**config.mk**
```make
export PLATFORM = sky130hd
export DESIGN_NAME = addsub_arbiter
export DESIGN_NICKNAME = d
export VERILOG_FILES = /design/src/rtl/addsub_arbiter.sv
export SDC_FILE = /design/constraint.sdc
export NUM_CORES = 1
export LEC_CHECK = 0
export ABC_AREA = 1
export CAP_MARGIN = 20
export CELL_PAD_IN_SITES_DETAIL_PLACEMENT = 1
export CELL_PAD_IN_SITES_GLOBAL_PLACEMENT = 1
export CORE_UTILIZATION = 38
export DETAILED_ROUTE_END_ITERATION = 10
export PLACE_DENSITY_LB_ADDON = 0.1
export SLEW_MARGIN = 20
export SYNTH_ARGS = -nofsm -noshare
export SYNTH_HDL_FRONTEND = slang
export SYNTH_SLANG_ARGS = --single-unit
```
**constraint.sdc**
```tcl
create_clock -name clk -period 5.62 [get_ports clk]
set_input_delay 1.124 -clock clk [delete_from_list [all_inputs] [get_ports clk]]
set_output_delay 1.124 -clock clk [all_outputs]
set_load 0.02 [all_outputs]
```
**src/rtl/addsub_arbiter.sv**
```systemverilog
`default_nettype none
// ============================================================================
// Module   : addsub_arbiter
// Function : Two requesters share one 16-bit add/sub unit through a
//            round-robin arbiter; one operation in flight (IDLE->EXEC->RESP).
// Revision : 1.0 - initial release
// ============================================================================
module addsub_arbiter (
    input  logic        clk,
    input  logic        rst,
    input  logic        req0,
    input  logic        req1,
    input  logic [15:0] a0,
    input  logic [15:0] b0,
    input  logic [15:0] a1,
    input  logic [15:0] b1,
    input  logic        sub0,
    input  logic        sub1,
    input  logic        ovf_clr,
    output logic        gnt0,
    output logic        gnt1,
    output logic        done0,
    output logic        done1,
    output logic [15:0] sum,
    output logic        ovfl,
    output logic        valid,
    output logic [7:0]  ovf_count
);

    typedef enum logic [1:0] {
        ST_IDLE = 2'd0,
        ST_EXEC = 2'd1,
        ST_RESP = 2'd2
    } state_t;

    state_t      state_q;
    logic        owner_q;
    logic        last_q;
    logic [15:0] opa_q;
    logic [15:0] opb_q;
    logic        opsub_q;
    logic        gnt0_q;
    logic        gnt1_q;
    logic        done0_q;
    logic        done1_q;
    logic        valid_q;
    logic [15:0] sum_q;
    logic        ovfl_q;
    logic [7:0]  ovf_count_q;

    logic        w_win;
    logic [15:0] w_b_eff;
    logic [15:0] sum_d;
    logic        ovfl_d;
    logic [7:0]  ovf_count_d;

    always_comb begin
        // Contention goes to whichever requester was not served last
        w_win = 1'b0;
        if (req0 && req1) begin
            w_win = ~last_q;
        end else if (req1) begin
            w_win = 1'b1;
        end

        w_b_eff = opsub_q ? ~opb_q : opb_q;
        sum_d   = opa_q + w_b_eff + {15'd0, opsub_q};
        // Signed overflow: equal operand signs producing a different result sign
        ovfl_d  = (opa_q[15] == w_b_eff[15]) && (sum_d[15] != opa_q[15]);

        ovf_count_d = ovf_count_q;
        if (ovf_clr) begin
            ovf_count_d = 8'd0;
        end else if ((state_q == ST_EXEC) && ovfl_d && (ovf_count_q != 8'hFF)) begin
            ovf_count_d = ovf_count_q + 8'd1;
        end
    end

    always_ff @(posedge clk or posedge rst) begin
        if (rst) begin
            state_q     <= ST_IDLE;
            owner_q     <= 1'b0;
            last_q      <= 1'b1;
            opa_q       <= 16'd0;
            opb_q       <= 16'd0;
            opsub_q     <= 1'b0;
            gnt0_q      <= 1'b0;
            gnt1_q      <= 1'b0;
            done0_q     <= 1'b0;
            done1_q     <= 1'b0;
            valid_q     <= 1'b0;
            sum_q       <= 16'd0;
            ovfl_q      <= 1'b0;
            ovf_count_q <= 8'd0;
        end else begin
            ovf_count_q <= ovf_count_d;
            case (state_q)
                ST_IDLE: begin
                    if (req0 || req1) begin
                        opa_q   <= w_win ? a1 : a0;
                        opb_q   <= w_win ? b1 : b0;
                        opsub_q <= w_win ? sub1 : sub0;
                        owner_q <= w_win;
                        last_q  <= w_win;
                        gnt0_q  <= ~w_win;
                        gnt1_q  <= w_win;
                        state_q <= ST_EXEC;
                    end
                end
                ST_EXEC: begin
                    gnt0_q  <= 1'b0;
                    gnt1_q  <= 1'b0;
                    sum_q   <= sum_d;
                    ovfl_q  <= ovfl_d;
                    valid_q <= 1'b1;
                    done0_q <= ~owner_q;
                    done1_q <= owner_q;
                    state_q <= ST_RESP;
                end
                ST_RESP: begin
                    valid_q <= 1'b0;
                    done0_q <= 1'b0;
                    done1_q <= 1'b0;
                    state_q <= ST_IDLE;
                end
                default: begin
                    gnt0_q  <= 1'b0;
                    gnt1_q  <= 1'b0;
                    valid_q <= 1'b0;
                    done0_q <= 1'b0;
                    done1_q <= 1'b0;
                    state_q <= ST_IDLE;
                end
            endcase
        end
    end

    assign gnt0      = gnt0_q;
    assign gnt1      = gnt1_q;
    assign done0     = done0_q;
    assign done1     = done1_q;
    assign valid     = valid_q;
    assign sum       = sum_q;
    assign ovfl      = ovfl_q;
    assign ovf_count = ovf_count_q;

endmodule
`default_nettype wire

```
== After elaboration in Yosys (flattened, before gate mapping) ==
Cells that the tools add are included.
Operators by class
  mux-type cells: 17
  multiply operators: 0
  eq/ne operators: 6
  div/mod/pow operators: 0
  bitwise gates (word level): 5
  magnitude comparators: 0
  shifts and indexed selects: 0
  add/subtract/negate cells: 3
  reduce and logical (&&, ||, !) cells: 9
Operators by type and width (count)
  16-bit 2-to-1 mux: 3
  16-bit by 1-bit adder with 16-bit output: 1
  16-bit adder: 1
  8-bit 2-to-1 mux: 2
  16-bit NOT: 1
  1-bit one-hot mux with 2 select lines: 5
  8-bit by 1-bit adder with 8-bit output (second input constant): 1
  8-bit != test (second input constant): 1
  1-bit 2-to-1 mux: 5
  1-bit logical AND: 4
  1-bit NOT: 4
  2-bit one-hot mux with 2 select lines: 1
  2-bit AND reduction: 2
  2-bit by 1-bit == test with 1-bit output (second input constant): 1
  2-bit == test (second input constant): 1
  2-bit logical NOT: 1
  2-bit 2-to-1 mux: 1
  2-bit != test (second input constant): 1
  2-bit nonzero test: 1
  1-bit == test: 1
  1-bit logical OR: 1
  1-bit != test: 1
Storage, ports and cells
  memory bits (read-only): 0
  latch bits: 0
  memories kept: 0
  input port bits: 71
  memory bits (writable): 0
  register bits: 67
  word-level logic and storage cells: 54
  output and inout port bits: 30

== Longest topological paths before layout ==
Gate-level depths: netlist of run 1.
  word-level depth: 10
  mapped depth: 16
  mapped depth without buffers: 15

== Worst setup path before layout of run 1 ==
No wires, ideal clock.
  path type: reg-to-reg
  start: reg opsub_q
  end: reg ovf_count_q[6], in the netlist ovf_count[6]
  arrival: 2.117 ns
  clock period less this slack: 2.236 ns
  buffers on the path: 2
  cell stages (with the launch flop): 13
  slack: 3.384 ns
  path through: dfrtp_1 -> buf_6 -> buf_2 -> xor2_1 -> ha_1 -> a21oi_1 -> nand2_1 -> a21oi_4 -> nand2_1 -> nand2_2 -> nand4_4 -> nand3_1 -> nand2_1
On the way
  cells in the longest elaborated chain, start to end: 8
  elaborated cells on any way between the ends: 9
  classes of those cells: 2 x add/sub; 2 x eq/ne; 1 x mux; 4 x reduce/logical
Ends and longest elaborated chain
  start, declared: line 41  | logic opsub_q;
  start signal, assigned: line 102  | opsub_q <= w_win ? sub1 : sub0;
  16-bit 2-to-1 mux: line 66  | w_b_eff = opsub_q ? ~opb_q : opb_q;
  16-bit adder: line 67  | sum_d = opa_q + w_b_eff + {15'd0, opsub_q};
  16-bit by 1-bit adder with 16-bit output: line 67
  1-bit != test: line 69  | ovfl_d = (opa_q[15] == w_b_eff[15]) && (sum_d[15] != opa_q[15]);
  1-bit logical AND *: line 69
  1-bit logical AND * (2 in a row): line 74  | end else if ((state_q == ST_EXEC) && ovfl_d && (ovf_count_q != 8'hFF)) begin
  2-bit nonzero test (no source line) *
  end signal, assigned: line 96  | ovf_count_q <= ovf_count_d;
  end, declared: line 49  | logic [7:0] ovf_count_q;
Mark *: on every way between the ends. The rest lies on a longest branch, timed or not.
A chain may end at the register's enable or synchronous reset.

== Worst setup path in the final report of run 1 ==
  start: in req0
  end: reg opa_q[9]
On the way
  cells in the longest elaborated chain, start to end: 3
  elaborated cells on any way between the ends: 5
  classes of those cells: 2 x mux; 3 x reduce/logical
Ends and longest elaborated chain
  start, declared: line 11  | input logic req0,
  1-bit logical AND: line 60  | if (req0 && req1) begin
  1-bit 2-to-1 mux: line 60
  16-bit 2-to-1 mux: line 100  | opa_q <= w_win ? a1 : a0;
  end signal, assigned: line 100
  end, declared: line 39  | logic [15:0] opa_q;
Parallel ways exist; a longest one is shown, timed or not.

==> results.ini, run 1 <==
[floorplan]
die_w_um=103.4
io_pins=101
die-area_um2=10690
die_h_um=103.4
fp-row-count=36
initial_core_util_pct=39.60
core_um2=9864

[synth]
avgSynthCellArea_um2=7.940
ys_seq_area_share_pct=42.95
synth_edf_count=0
synthesis.nets=579
synth-warning-count=0
yosys.area.top_type=dfrtp_1
async_reset_ff_share_pct=100.0
yosysTopAreaCellShare_pct=42.28
synth_ff_type=dfrtp_1
netlist_area_um2=3906
synth_cells=492
ys_top_cells_by_count=115 x nand2_1, 81 x o21ai_0, 66 x dfrtp_1, 54 x nor2_1, 36 x inv_1
ys_top_cells_by_area=dfrtp_1 42%, nand2_1 11%, o21ai_0 10%
ys_types=39
ys_ff_latch=67
yosys.cell_count.top_type=nand2_1

[timing]
clock_skew_ns=0.01201
tightest_slew_ns=0.9720
setup_violations=0
slew_viol_final=0
finalHoldViolCount=0
holdWs_ns=0.4706
timing.final.ws_setup_ns=2.387
period_share_pct=57.53
tns_ns=0
max_freq_mhz=309.3
slew_headroom_pct=35.04
rsz0062_at_grt=no
period_minus_slack_ns=3.233

[clock_tree]
cts_setup_buffers=0
cts.sinks=67
h-tree-depth=3
cts_tree=done
cts_buffers=9
root_buffer=clkbuf_8
clockBufferDepth=2
cts_hold_buf=0
worstSkewPairLatency_ns=0.34
clk_pin_slew_worst_paths_ns=0.08
cts_resized=0

[critical_path]
critPathRequiredTime_ns=5.84
reg2regPathDepth=10
critPathMaxFanout=34
critPathKind=input pin to flip-flop
crit_path_end_kind=flip-flop
cp.arrival_ns=3.45
cp-start-kind=input pin

[power]
cellPowerDensity_nw_per_um2=685.7
power.total_w=0.003561
worst_ir_drop_vdd_mv=0.2154
leakagePower_nw=2.402

[finish]
antenna_cells=0
synthToLayoutAreaGrowth_pct=32.96
drive_gt1_share_pct=6.588
layout.cells.non_filler=725
fin_nets=674

[run_status]
status=finished clean

[place]
dp.cells=709
portBuffers=100
hpwlAfterDp_um=8378
place.gp.congestion=0.9048
dp_slack_ns=2.033

[global_route]
grt-ovfl-total=0
grt_max_degree=68
grt_pass1_wl_um=18020
track_usage_pct=22.18
grt_pass1_vias=3708
antenna_found_initial=0

[route]
wire_per_inst_um=15.17
routed_via_density=5.007
dr.pass1.iters=4
ant_nets=0
drt_first_iter_violations=85
dr_total_vias=3630
drc=0
wl_um=11000

[min_path]
whs_path_depth=1
hold_class=flip-flop to flip-flop

[run]
max-cap-violations=0

[power by group]
group	switching (W)	total (W)	internal (W)	leakage (nW)
Sequential	0.000159	0.000864	0.000706	0.827
Combinational	0.00144	0.00232	0.000885	1.49
Clock	0.000188	0.000373	0.000185	0.0819
Total	0.00179	0.00356	0.00178	2.40
[routing by layer]
metal | up-vias | part of all wire (%) | global-route usage, %
met5 | - | 0 | 0
met4 | 0 | 2.0 | 8.884
met3 | 16 | 3.4 | 3.427
met2 | 84 | 47 | 35.35
met1 | 1719 | 48 | 30.19
li1 | 1811 | - | -
[path summary, 6_finish.rpt]
path	start	to	slack (ns)
max reg2reg	opsub_q	ovf_count[2]	2.76
max	req0	opa_q[9]	2.39
max in group asynchronous	rst	opb_q[4]	3.70
min	owner_q	done0	0.47
min in group asynchronous	rst	owner_q	1.35
min reg2reg	owner_q	done0	0.47
[cell families (layout without fill, tap and decap cells)]
| logic type | after synthesis | in the layout | synth area share, % |
|---|---|---|---|
| simple gates | 218 | 218 | 25.05 |
| xor+xnor | 25 | 25 | 5.605 |
| fa+ha+maj | 16 | 16 | 5.317 |
| buf+inv | 57 | 157 | 5.861 |
| flops | 67 | 67 | 42.95 |
| compound gates | 109 | 109 | 15.21 |
[cell type report]
class,count,area (um^2)
Clock buffer,13,158.9
Clock inverter,3,22.52
Fill cell,1205,4671
Inverter,38,142.6
Multi-Input combinational cell,368,2002
Sequential cell,67,1678
Tap cell,133,166.4
Timing Repair Buffer,103,1023
[per-stage QoR]
stage / util, % / instance area (um^2)
2_1_floorplan: - / 3906
3_3_place_gp: 50.81 / 5012
3_5_place_dp: 50.81 / 5012
4_1_cts: 52.65 / 5194
5_1_grt: 52.65 / 5194
6_report: 52.65 / 5194
[worst max-delay path, cell delays in order]
cell             delay, ns
clkdlybuf4s50_1       0.47
nand2_1               0.05
nand2_1               0.70
clkinv_1              0.47
buf_4                 0.37
nor2_1                0.14
o21ai_0               0.11
[cells in the final DEF (no fill, tap or decap)]
cell type        synthesis  routed
nand3_2                  1       1
nand3_1                 23      23
dfrtp_1                 66      66
ha_1                    15      15
nor2_8                   1       1
nor2_1                  54      53
xnor2_1                  7       7
nor3_1                   1       1
a21oi_1                 12      12
clkinvlp_4               0       3
nand3_4                  1       1
a21o_1                   1       1
nand4_4                  1       1
or2_2                    4       4
nor2_2                   1       2
o21bai_1                 2       2
o21ai_0                 81      81
xor2_1                  18      18
nor3_4                   1       1
o2111ai_1                1       1
nand2_1                115     115
nand3b_1                 1       1
dfstp_2                  1       1
inv_2                    1       2
clkdlybuf4s50_1          0     100
fa_1                     1       1
a31oi_1                  4       4
inv_1                   36      35
and2_4                   1       1
clkbuf_1                13       2
clkinv_1                 1       1
o21ai_2                  1       1
buf_4                    1       3
clkbuf_8                 0      11
nand2_4                  2       2
nand2_2                  2       2
nand4_1                  9       9
a21oi_4                  2       2
o22ai_1                  5       5
[registers in the layout, indices dropped and copies added, names as in the netlist, 2 cells and up]
register and flops:
state_q 2, opa_q 16, opb_q 16, sum 16, ovf_count 8
(Power assumes the default switching activity.)
==> run 2: changes to the inputs <==
Settings changed: CORE_UTILIZATION 38 to 32.
Clock period 5.62 ns to 2.9 ns, I/O delays scaled along.
==> results.ini, run 2 (synthesized netlist as in run 1, its figures left out) <==
[timing]
timing.final.ws_setup_ns=0.4570  ; -1.930 ns
setup_violations=0  ; unchanged
period_share_pct=84.24
clock_skew_ns=0.005295  ; -0.006710 ns
period_minus_slack_ns=2.443
tns_ns=0  ; unchanged
tightest_slew_ns=0.6668  ; -0.3052 ns
rsz0062_at_grt=no
max_freq_mhz=409.3
finalHoldViolCount=0  ; unchanged
slew_viol_final=0  ; unchanged
slew_headroom_pct=55.49  ; +20 points

[finish]
fillCellCount=1404  ; +17%
fin_nets=678  ; +0.59%
final_cell_area_um2=5351  ; +3.0%
final_cell_mix=115 x nand2_1, 100 x clkdlybuf4s50_1, 81 x o21ai_0
final_common_cell=nand2_1
drive_gt1_share_pct=7.215  ; +0.63 points
layout.cells.non_filler=739  ; +1.9%
synthToLayoutAreaGrowth_pct=37.00
antenna_cells=0  ; unchanged

[place]
placed_area_um2=5067  ; +1.1%
place.gp.congestion=0.8409  ; -7.1%
hpwlAfterDp_um=8746  ; +4.4%
portBuffers=100  ; unchanged
dp.cells=723  ; +2.0%
dp_slack_ns=0.4606  ; -1.572 ns

[power]
cellPowerDensity_nw_per_um2=1366  ; +99%
sw_frac_of_total_pct=48.46  ; -1.7 points
p_seq_share_pct=22.7  ; -1.6 points
power.switching_w=0.003542  ; +98%
clock_power_share_pct=14.2  ; +3.7 points
leakagePower_nw=2.487  ; +3.5%
combPwrFrac_pct=63.1  ; -2.2 points
intPower_w=0.003768  ; +110%
worst_ir_drop_vdd_mv=0.3785  ; +76%

[critical_path]
cp.arrival_ns=2.66  ; -0.79 ns
worstSetupEndpoint=ovf_count[3]
crit_start=opsub_q
cp-start-kind=flip-flop
crit-reg2reg-launch=opsub_q
crit_path_end_kind=flip-flop
path_delay_family=simple AND/OR/NAND/NOR gates
cp_slowest_stage_delay_ns=0.38  ; -0.32 ns
critical_path.most_common_cell=nand2_1
path_cells=buf_4 -> xor2_1 -> ha_1 -> a21oi_1 -> nand2_1 -> a21oi_4 -> nand2_1 -> nand2_2 -> nand4_4 -> nand3_1 -> nand2_1
reg2regPathDepth=11  ; +1
cp_num_buf_inv=1  ; -2
critPathMaxFanout=16  ; -53%
reg2reg_to=ovf_count[3]
critPathKind=flip-flop to flip-flop
r2r_slack_ns=0.46  ; -2.30 ns
critPathRequiredTime_ns=3.12  ; -2.72 ns
slowest_stage=ha_1
cp.depth=11  ; +4

[clock_tree]
cts_hold_buf=0  ; unchanged
cts_tree=done
clk_pin_slew_worst_paths_ns=0.05  ; -0.03 ns
cts_setup_buffers=0  ; unchanged
cts.sinks=67  ; unchanged
root_buffer=clkbuf_16
cts_buffers=9  ; unchanged
worstSkewPairLatency_ns=0.33  ; about the same
clockBufferDepth=2  ; unchanged
cts_resized=0  ; unchanged
h-tree-depth=3  ; unchanged

[global_route]
track_usage_pct=19.16  ; -3.0 points
grt-ovfl-total=0  ; unchanged
grt_pass1_wl_um=19120  ; +6.1%
grt_pass1_vias=3826  ; +3.2%
grt_max_degree=44  ; -35%
antenna_found_initial=0  ; unchanged

[min_path]
hold_class=flip-flop to flip-flop
min_from=last_q

[floorplan]
io_pins=101  ; unchanged
die_h_um=112.5  ; +8.8%
core_um2=11660  ; +18%
die_w_um=112.5  ; +8.8%
initial_core_util_pct=33.49  ; -6.1 points
fp-row-count=39  ; +8.3%
die-area_um2=12650  ; +18%

[route]
dr_total_vias=3588  ; -1.2%
dr.pass1.iters=4  ; unchanged
wire_per_inst_um=15.11  ; -0.36%
drc=0  ; unchanged
ant_nets=0  ; unchanged
routed_via_density=4.855  ; -3.0%
drt_first_iter_violations=133  ; +56%
wl_um=11170  ; +1.6%

[run_status]
status=finished clean

[run]
max-cap-violations=0  ; unchanged

## run 2: worst reg2reg max path, stage by stage, from the launching register on
cell and delay [ns]:
dfrtp_1 0.36, buf_4 0.21, xor2_1 0.17, ha_1 0.38, a21oi_1 0.27, nand2_1 0.16, a21oi_4 0.25, nand2_1 0.13
nand2_2 0.09, nand4_4 0.14, nand3_1 0.12, nand2_1 0.06
## run 2: worst min-delay path by stage
stage | endpoint | slack [ns] | cells after the start
after global placement | done0 | 0.45 | 1
after floorplan | done0 | 0.44 | 1
after global routing | last_q | 0.49 | 2
final | last_q | 0.47 | 2
after CTS | last_q | 0.47 | 2
after detailed placement | last_q | 0.46 | 2
## run 2: per-layer routing
metal  up-vias  routed length [um]  global-route usage (%)
met3        15                 353                   2.376
met5         -                   0                       0
li1       1826                   -                       -
met2        84                5038                   30.39
met4         0                 221                   8.444
met1      1663                5554                   26.28
## run 2: cell type report
cell class | count | area, um^2 | area share, %
inverter | 38 | 142.6 | 2.665
clock buffer | 14 | 274.0 | 5.120
timing repair buffer | 107 | 1066 | 19.92
tap | 143 | 178.9 | 3.343
multi-input combinational | 368 | 2002 | 37.41
clock inverter | 2 | 10.01 | 0.1870
sequential | 67 | 1678 | 31.35
## run 2: through the flow
step           total power [W]  hold slack, ns  util, %
6_report              0.007309          0.4650    45.89
5_1_grt               0.008048          0.4944    45.89
4_1_cts               0.007380          0.4682    45.89
3_5_place_dp          0.006309          0.4598    43.45
3_3_place_gp          0.006205          0.4517    43.45
2_1_floorplan         0.004894          0.4396        -
## run 2: power groups by stage
stage | combinational [W] | sequential (W) | clock [W]
detailed placement | 0.00463 | 0.00168 | 0
global placement | 0.00453 | 0.00167 | 0
CTS | 0.00465 | 0.00167 | 0.00106
floorplan | 0.00313 | 0.00176 | 0
finish | 0.00461 | 0.00166 | 0.00104
global route | 0.00522 | 0.00172 | 0.00110
